--- src/rtl/sink_lookup_sched_if.sv ---
// Request/table/result bundle between the lookup engine (slave) and its users (master).
// Master drives requests and table writes; slave returns grant, busy and the registered verdict.
interface sink_lookup_sched_if #(
  parameter int NREQ = 4,
  parameter int IDW  = 5
);
  logic                  tbl_we;
  logic [3:0]            tbl_waddr;
  logic [IDW-1:0]        tbl_wdata;
  logic                  tbl_clr;
  logic [NREQ-1:0]       req;
  logic [NREQ*IDW-1:0]   req_id;
  logic [NREQ-1:0]       grant;
  logic                  busy;
  logic                  done;
  logic                  iamSink;
  logic [3:0]            hit_index;

  modport master (
    output tbl_we, tbl_waddr, tbl_wdata, tbl_clr, req, req_id,
    input  grant, busy, done, iamSink, hit_index
  );

  modport slave (
    input  tbl_we, tbl_waddr, tbl_wdata, tbl_clr, req, req_id,
    output grant, busy, done, iamSink, hit_index
  );
endinterface

--- src/rtl/sink_lookup_sched.sv ---
// Round-robin shared sink-table lookup: one requester at a time, linear scan with early exit.
// Hit at entry k reports done k+2 cycles after the request is taken, a miss ENTRIES+1; other requesters wait on req.
module sink_lookup_sched #(
  parameter int NREQ    = 4,
  parameter int ENTRIES = 10,
  parameter int IDW     = 5
) (
  input  logic               clk_i,
  input  logic               rst_ni,
  sink_lookup_sched_if.slave lk
);

  localparam int PW = (NREQ > 1) ? $clog2(NREQ) : 1;
  localparam int IW = $clog2(ENTRIES);

  typedef enum logic [1:0] {IDLE, SCAN, RESP} state_e;

  state_e              state_q;
  logic [PW-1:0]       ptr_q;
  logic [PW-1:0]       ptr_d;
  logic [IDW-1:0]      id_q;
  logic [IW-1:0]       idx_q;
  logic [NREQ-1:0]     grant_q;
  logic                busy_q;
  logic                done_q;
  logic                iamsink_q;
  logic [3:0]          hit_index_q;
  logic [ENTRIES-1:0]  vld_q;
  logic [IDW-1:0]      tbl_q [ENTRIES];

  logic [IDW-1:0]      rid [NREQ];
  logic                any_req;
  logic [PW-1:0]       win;
  logic [IDW-1:0]      win_id;
  logic [PW-1:0]       cand_w;
  int                  cand;
  logic                hit;
  logic                last;
  logic                wr_ok;

  for (genvar g = 0; g < NREQ; g++) begin : g_unpack
    assign rid[g] = lk.req_id[g*IDW +: IDW];
  end

  // Walk from the farthest candidate back to ptr so the nearest requester wins.
  always_comb begin
    any_req = 1'b0;
    win     = '0;
    win_id  = '0;
    cand    = 0;
    cand_w  = '0;
    for (int i = NREQ - 1; i >= 0; i--) begin
      cand   = (int'(ptr_q) + i) % NREQ;
      cand_w = PW'(cand);
      if (lk.req[cand_w]) begin
        any_req = 1'b1;
        win     = cand_w;
        win_id  = rid[cand_w];
      end
    end
  end

  assign ptr_d = (win == PW'(NREQ - 1)) ? '0 : win + PW'(1);

  assign hit   = vld_q[idx_q] && (tbl_q[idx_q] == id_q);
  assign last  = (idx_q == IW'(ENTRIES - 1));
  assign wr_ok = lk.tbl_we && !lk.tbl_clr && ({1'b0, lk.tbl_waddr} < 5'(ENTRIES));

  // Contents need no reset: an entry only counts once its valid bit is set.
  always_ff @(posedge clk_i) begin
    if (wr_ok) begin
      tbl_q[lk.tbl_waddr[IW-1:0]] <= lk.tbl_wdata;
    end
  end

  always_ff @(posedge clk_i or negedge rst_ni) begin
    if (!rst_ni) begin
      vld_q <= '0;
    end else if (lk.tbl_clr) begin
      vld_q <= '0;
    end else if (wr_ok) begin
      vld_q[lk.tbl_waddr[IW-1:0]] <= 1'b1;
    end
  end

  always_ff @(posedge clk_i or negedge rst_ni) begin
    if (!rst_ni) begin
      state_q     <= IDLE;
      ptr_q       <= '0;
      id_q        <= '0;
      idx_q       <= '0;
      grant_q     <= '0;
      busy_q      <= 1'b0;
      done_q      <= 1'b0;
      iamsink_q   <= 1'b0;
      hit_index_q <= '0;
    end else begin
      done_q <= 1'b0;
      case (state_q)
        IDLE: begin
          if (any_req) begin
            id_q    <= win_id;
            idx_q   <= '0;
            grant_q <= NREQ'(1) << win;
            busy_q  <= 1'b1;
            ptr_q   <= ptr_d;
            state_q <= SCAN;
          end
        end
        SCAN: begin
          if (hit || last) begin
            iamsink_q   <= hit;
            hit_index_q <= hit ? 4'(idx_q) : 4'd0;
            done_q      <= 1'b1;
            state_q     <= RESP;
          end else begin
            idx_q <= idx_q + IW'(1);
          end
        end
        RESP: begin
          grant_q <= '0;
          busy_q  <= 1'b0;
          state_q <= IDLE;
        end
        default: state_q <= IDLE;
      endcase
    end
  end

  assign lk.grant     = grant_q;
  assign lk.busy      = busy_q;
  assign lk.done      = done_q;
  assign lk.iamSink   = iamsink_q;
  assign lk.hit_index = hit_index_q;

endmodule

--- src/flat_wrapper.sv ---
// flat-port wrapper written by rule: the top's interface ports become plain ports
module sink_lookup_sched_flat 
#(
  parameter int NREQ    = 4,
  parameter int ENTRIES = 10,
  parameter int IDW     = 5
)
  (clk_i, rst_ni, lk_tbl_we, lk_tbl_waddr, lk_tbl_wdata, lk_tbl_clr, lk_req, lk_req_id, lk_grant, lk_busy, lk_done, lk_iamSink, lk_hit_index);
  sink_lookup_sched_if #(.NREQ(NREQ), .IDW(IDW)) lk_i ();
  input  logic clk_i;
  input  logic rst_ni;
  input wire logic [$bits(lk_i.tbl_we)-1:0] lk_tbl_we;
  input wire logic [$bits(lk_i.tbl_waddr)-1:0] lk_tbl_waddr;
  input wire logic [$bits(lk_i.tbl_wdata)-1:0] lk_tbl_wdata;
  input wire logic [$bits(lk_i.tbl_clr)-1:0] lk_tbl_clr;
  input wire logic [$bits(lk_i.req)-1:0] lk_req;
  input wire logic [$bits(lk_i.req_id)-1:0] lk_req_id;
  output wire logic [$bits(lk_i.grant)-1:0] lk_grant;
  output wire logic [$bits(lk_i.busy)-1:0] lk_busy;
  output wire logic [$bits(lk_i.done)-1:0] lk_done;
  output wire logic [$bits(lk_i.iamSink)-1:0] lk_iamSink;
  output wire logic [$bits(lk_i.hit_index)-1:0] lk_hit_index;
  assign lk_i.tbl_we = lk_tbl_we;
  assign lk_i.tbl_waddr = lk_tbl_waddr;
  assign lk_i.tbl_wdata = lk_tbl_wdata;
  assign lk_i.tbl_clr = lk_tbl_clr;
  assign lk_i.req = lk_req;
  assign lk_i.req_id = lk_req_id;
  assign lk_grant = lk_i.grant;
  assign lk_busy = lk_i.busy;
  assign lk_done = lk_i.done;
  assign lk_iamSink = lk_i.iamSink;
  assign lk_hit_index = lk_i.hit_index;
  sink_lookup_sched #(.NREQ(NREQ), .ENTRIES(ENTRIES), .IDW(IDW)) u_core (.clk_i(clk_i), .rst_ni(rst_ni), .lk(lk_i));
endmodule
--- config.mk ---
export PLATFORM = sky130hd
export DESIGN_NAME = sink_lookup_sched_flat
export DESIGN_NICKNAME = d
export VERILOG_FILES = /design/src/rtl/sink_lookup_sched_if.sv /design/src/rtl/sink_lookup_sched.sv /design/src/flat_wrapper.sv
export SDC_FILE = /design/constraint.sdc
export NUM_CORES = 1
export LEC_CHECK = 0
export CAP_MARGIN = 40
export CORE_UTILIZATION = 29
export DETAILED_ROUTE_END_ITERATION = 12
export PLACE_DENSITY_LB_ADDON = 0.2
export SLEW_MARGIN = 20
export SYNTH_ARGS = -nofsm -noshare
export SYNTH_HDL_FRONTEND = slang
export SYNTH_SLANG_ARGS = --single-unit
--- constraint.sdc ---
create_clock -name clk_i -period 2.7 [get_ports clk_i]
set_input_delay 0.675 -clock clk_i [delete_from_list [all_inputs] [get_ports clk_i]]
set_output_delay 0.675 -clock clk_i [all_outputs]
set_load 0.05 [all_outputs]
# Word-level counts from Yosys, hierarchy flattened
# Memory sizes are Yosys's and may differ from the RTL's.
# Cells that the tools add are included.
dict set report totals {
  mem_count 1
  ram_bits 50
  register_bits 34
  elab_cells 111
  in_bits 37
  output_inout_bits 11
}
# name words word_bits rd rd_clocked_by_memory_dff write_ports line_no
set memory_table {}
lappend memory_table {u_core.tbl_q 10 5 1 0 1 sink_lookup_sched.sv:29} ;# logic [IDW-1:0] tbl_q [ENTRIES];
dict set report classes {
  order_cmp 12
  mux 54
  bitwise_logic 5
  reduce_logical 15
  shift 1
  add_sub_neg 5
  n_eq_ne 8
}
# operator n
set op_table {}
lappend op_table {{5-bit two-way mux} 12}
lappend op_table {{5-bit binary-select mux with 2-bit select} 4}
lappend op_table {{10-bit two-way mux} 2}
lappend op_table {{4-bit two-way mux} 4}
lappend op_table {{4-bit case mux with 2 select lines} 2}
lappend op_table {{1-bit two-way mux} 15}
lappend op_table {{2-bit two-way mux} 7}
lappend op_table {{3-bit >= comparator (second input constant)} 4}
lappend op_table {{2-bit by 3-bit < comparator with 1-bit output (second input constant)} 4}
lappend op_table {{2-bit inverter with 3-bit output} 4}
lappend op_table {{4-bit by 5-bit < comparator with 1-bit output (second input constant)} 2}
lappend op_table {{10-bit OR} 1}
lappend op_table {{1-bit binary-select mux with 2-bit select} 4}
lappend op_table {{2-bit AND reduction} 4}
lappend op_table {{2-bit nonzero test} 3}
lappend op_table {{5-bit equality test} 1}
lappend op_table {{2-bit by 1-bit adder with 2-bit output (second input constant)} 2}
lappend op_table {{2-bit adder (second input constant)} 2}
lappend op_table {{4-bit by 1-bit adder with 4-bit output (second input constant)} 1}
lappend op_table {{1-bit binary-select mux with 4-bit select} 1}
lappend op_table {{1-bit demux with 4-bit select} 1}
lappend op_table {{2-bit equality test (second input constant)} 2}
lappend op_table {{4-bit equality test (second input constant)} 1}
lappend op_table {{4-bit by 1-bit >= comparator with 1-bit output (second input constant)} 1}
lappend op_table {{other kinds (12)} 16}

# Depth between registers and ports, before layout
dict set report depth {
  word_depth 10
  mapped_depth 9
  ltp_nobuf 7
}

# Worst setup path after synthesis
# No wires, ideal clock.
dict set report synth_timing {
  path_kind {flip-flop to flip-flop}
  startpoint {reg u_core.idx_q[0]}
  endpoint {reg u_core.hit_index_q[3], in the netlist u_core.lk.hit_index[3]}
  stages_incl_launch_ff 10
  path_slack_ns 0.301
  path_buffers 2
  arrival_time_ns 2.278
  t_required_ns 2.579
  period_less_slack_ns 2.399
  setup_time_ns 0.121
  path_cell_list {dfrtp_1 buf_6 buf_2 mux2_2 nand3b_1 o2111ai_1 nor4_1 nand4_2 a21o_1 a22o_1}
}
dict set report synth_between {
  elab_chain_len 5
  elab_cells_between_ends 9
  classes_between {eq/ne (2); mux (3); reduce/logical (3); memory (1)}
}
# element line_no
set synth_lines {}
lappend synth_lines {{start: declaration} sink_lookup_sched.sv:22} ;# logic [IW-1:0] idx_q;
lappend synth_lines {{start signal: assignment} sink_lookup_sched.sv:117} ;# idx_q <= idx_q + IW'(1);
lappend synth_lines {{memory read 10 x 5 bit or 1-bit binary-select mux with 4-bit select (tied branches)} n/a}
lappend synth_lines {{5-bit equality test or 1-bit two-way mux (tied branches)} sink_lookup_sched.sv:65} ;# assign hit = vld_q[idx_q] && (tbl_q[idx_q] == id_q);
lappend synth_lines {{1-bit logical AND} sink_lookup_sched.sv:65}
lappend synth_lines {{1-bit logical OR} sink_lookup_sched.sv:111} ;# if (hit || last) begin
lappend synth_lines {{2-bit AND reduction (no line)} n/a}
lappend synth_lines {{end signal: assignment} sink_lookup_sched.sv:113} ;# hit_index_q <= hit ? 4'(idx_q) : 4'd0;
lappend synth_lines {{end: declaration} sink_lookup_sched.sv:27} ;# logic [3:0] hit_index_q;
# Parallel ways exist; a longest one is shown, timed or not. The select of a mux whose other input is x is not followed.
# A chain may end at the register's enable or synchronous reset.

# Worst setup path in the final report
dict set report layout_timing {
  startpoint {reg u_core.idx_q[0]}
  endpoint {reg u_core.hit_index_q[1], in the netlist u_core.lk.hit_index[1]}
}
# The elaborated chain is that of the path after synthesis.

==> out/results.ini <==
[logic_synthesis]
syn_area_per_cell_um2=12.1
synthArstFlopShare=0.405
netlist_area_um2=4380
yosys.cell_count.top_type=edfxtp_1
ys_top_cells_by_count=50 x edfxtp_1, 36 x nor2_1, 34 x dfrtp_1
synth.yosys.seq_area_share=0.537
synth_nets=405
syn_inst=362
synth_top_area_frac=0.342
ys_warn_count=0
synth_edf_count=50
yosys-top-cells-area=edfxtp_1 34%, dfrtp_1 19%, mux2_2 6.7%
synth_flop_cell=edfxtp_1
synth-seq-cells=84
yosysTopAreaCell=edfxtp_1
synth_cell_type_count=58

[die]
rows=44
die_area_um2=15600
coreArea_um2=14600
io_pins=48
fp.dieH_um=125
die_w_um=125
start_util=0.299

[clock_tree]
numCtsBuffers=9
cts_sinks=84
cts_tree=done
ctsLongestPathBuffers=2
post_cts_buffers=0
htree_num_levels=3
insertion_delay_ns=0.33
root_buffer=clkbuf_16
path_clk_slew_ns=0.06

[routing]
drtIter0Drc=220
drt_wl_total_mm=9.67
ant_nets=0
first_pass_iters=8
drc=12
viasPerCell=4.95
vias=3086
wl_per_cell_um=15.5

[critical_path]
endpoint_kind=flip-flop
r2r_slack_ns=0.16
crit_required_ns=2.92
crit_slowest_cell=o311a_1
cp_max_fo=25
path_class=flip-flop to flip-flop
worstPathArrival_ns=2.77
slowest_delay_ns=0.40
start_kind=flip-flop
path_cells=buf_12 -> mux4_2 -> nor2_1 -> o311a_1 -> nor4_4 -> nand4_2 -> a21o_1 -> a22o_1

[timing]
slew_viol_final=0
max_freq_mhz=393
clock_skew_ns=0.00394
hold_viol_final=0
rsz0062_at_grt=no
setup_viol_count_final=0
worstMarginPinSlew_ns=0.582
fin_crit_sh=0.942
timing.final.ws_setup_ns=0.157
relSlewSlack=0.612
period_needed_ns=2.54

[grt]
grt_pass1_vias=3107
overflow=0
antenna_found_initial=0
grt_max_degree=30
grt_first_pass_wirelength_mm=15.8
grt_util_all_layers=0.128

[placed_design]
place_inst=609
pre_cts_ws_ns=-0.156
port_buffers=47
hpwl_mm=7.01
gp_congestion=0.804

[run]
maxCapViolCount=0

[pwr]
power.density_nw_per_um2=988
ir_drop_mv=0.397
power.leakage_uw=0.00221
power_uw=5540

[finish]
final_util=0.383
stdcell_count=624
drive_above_1_share=0.211
nNetsFinal=479
n_antenna_cell=0
area_growth_pct=28.1

[status]
violations=DRC
status=complete, but fails checks

[worst_hold_path]
hold_path.class=input port to asynchronous set/reset pin

path summary, 6_finish.rpt:
kind	start	end	cells after the start
min in group clk_i	u_core.vld_q[8]$_DFFE_PN0P_	u_core.vld_q[8]$_DFFE_PN0P_	2
min reg2reg	u_core.vld_q[8]$_DFFE_PN0P_	u_core.vld_q[8]$_DFFE_PN0P_	2
max in group asynchronous	rst_ni	u_core.idx_q[2]$_DFFE_PN0P_	2
max reg2reg	u_core.idx_q[0]$_DFFE_PN0P_	u_core.lk.hit_index[1]$_DFFE_PN0P_	8
max	u_core.idx_q[0]$_DFFE_PN0P_	u_core.lk.hit_index[1]$_DFFE_PN0P_	8
min	rst_ni	u_core.vld_q[5]$_DFFE_PN0P_	1
cell type report:
type,instances,area [um2]
Multi-Input combinational cell,247,1890
Clock inverter,6,111
Fill cell,1411,9030
Inverter,11,41.3
Sequential cell,84,2350
Tap cell,184,230
Timing Repair Buffer,83,761
Clock buffer,9,225
cell families (layout without fill, tap and decap cells):
logic type	count (synthesis)	in the layout	synth area share
buffers and inverters	31	109	0.0334
and+or+nand+nor	112	112	0.127
xor gates and xnor gates	2	2	0.00400
adders and majority gates	6	6	0.0171
AOI/OAI and AO/OA	74	74	0.122
DFF	84	84	0.537
muxes	53	53	0.160
power by group:
| group | leakage [uW] | switching, uW | total (uW) | internal [uW] |
|---|---|---|---|---|
| combinational | 0.00115 | 1270 | 2410 | 1150 |
| sequential | 0.000893 | 201 | 1730 | 1530 |
| clock | 0.000164 | 497 | 1400 | 902 |
critical path, delay by kind of cell (launching register included):
family / cells / cell delay (ns)
simple gates: 3 / 0.55
flops: 1 / 0.39
buf+inv: 1 / 0.18
compound gates: 3 / 0.92
mux: 1 / 0.38
metrics by stage:
stage | area, um2 | TNS [ns] | hold slack (ns)
floorplan | 4380 | 0 | 0.379
global placement | 5250 | -0.519 | 0.475
detailed placement | 5270 | -0.624 | 0.483
CTS | 5610 | 0 | 0.180
global route | 5610 | 0 | 0.180
finish | 5610 | 0 | 0.181
routing by layer:
layer,global-route usage,wire length [um],share of wire
met1,0.163,4450,0.46
met2,0.216,4670,0.48
met3,0.0300,437,0.045
met4,0.0430,114,0.012
met5,0,0,0
what timing repair did:
action / CTS / global route
endpoints found under the setup margin: 0 / 7
gates resized for setup: 0 / 2
hold buffers: 0 / 0
endpoints found under the hold margin: 0 / 0
sequential cells by signal, indices dropped and copies added, names as in the netlist:
| signal | flops |
|---|---|
| u_core.tbl_q | 50 |
| u_core.vld_q | 10 |
| u_core.id_q | 5 |
| u_core.idx_q | 4 |
| u_core.lk.grant | 4 |
| u_core.lk.hit_index | 4 |
| u_core.ptr_q | 2 |
| u_core.state_q | 2 |
| u_core.lk.busy | 1 |
| u_core.lk.done | 1 |
| u_core.lk.iamSink | 1 |
cell usage in the layout (no fill, tap or decap), drive strengths merged, types with 9 or more instances in the layout:
| master | n |
|---|---|
| a21oi | 15 |
| a22o | 10 |
| buf | 37 |
| clkbuf | 9 |
| clkdlybuf4s50 | 46 |
| dfrtp | 34 |
| edfxtp | 50 |
| inv | 12 |
| mux2 | 26 |
| mux2i | 17 |
| mux4 | 10 |
| nand2 | 31 |
| nor2 | 36 |
| o21ai | 15 |
Note: power is estimated with default switching activity, not from simulation.
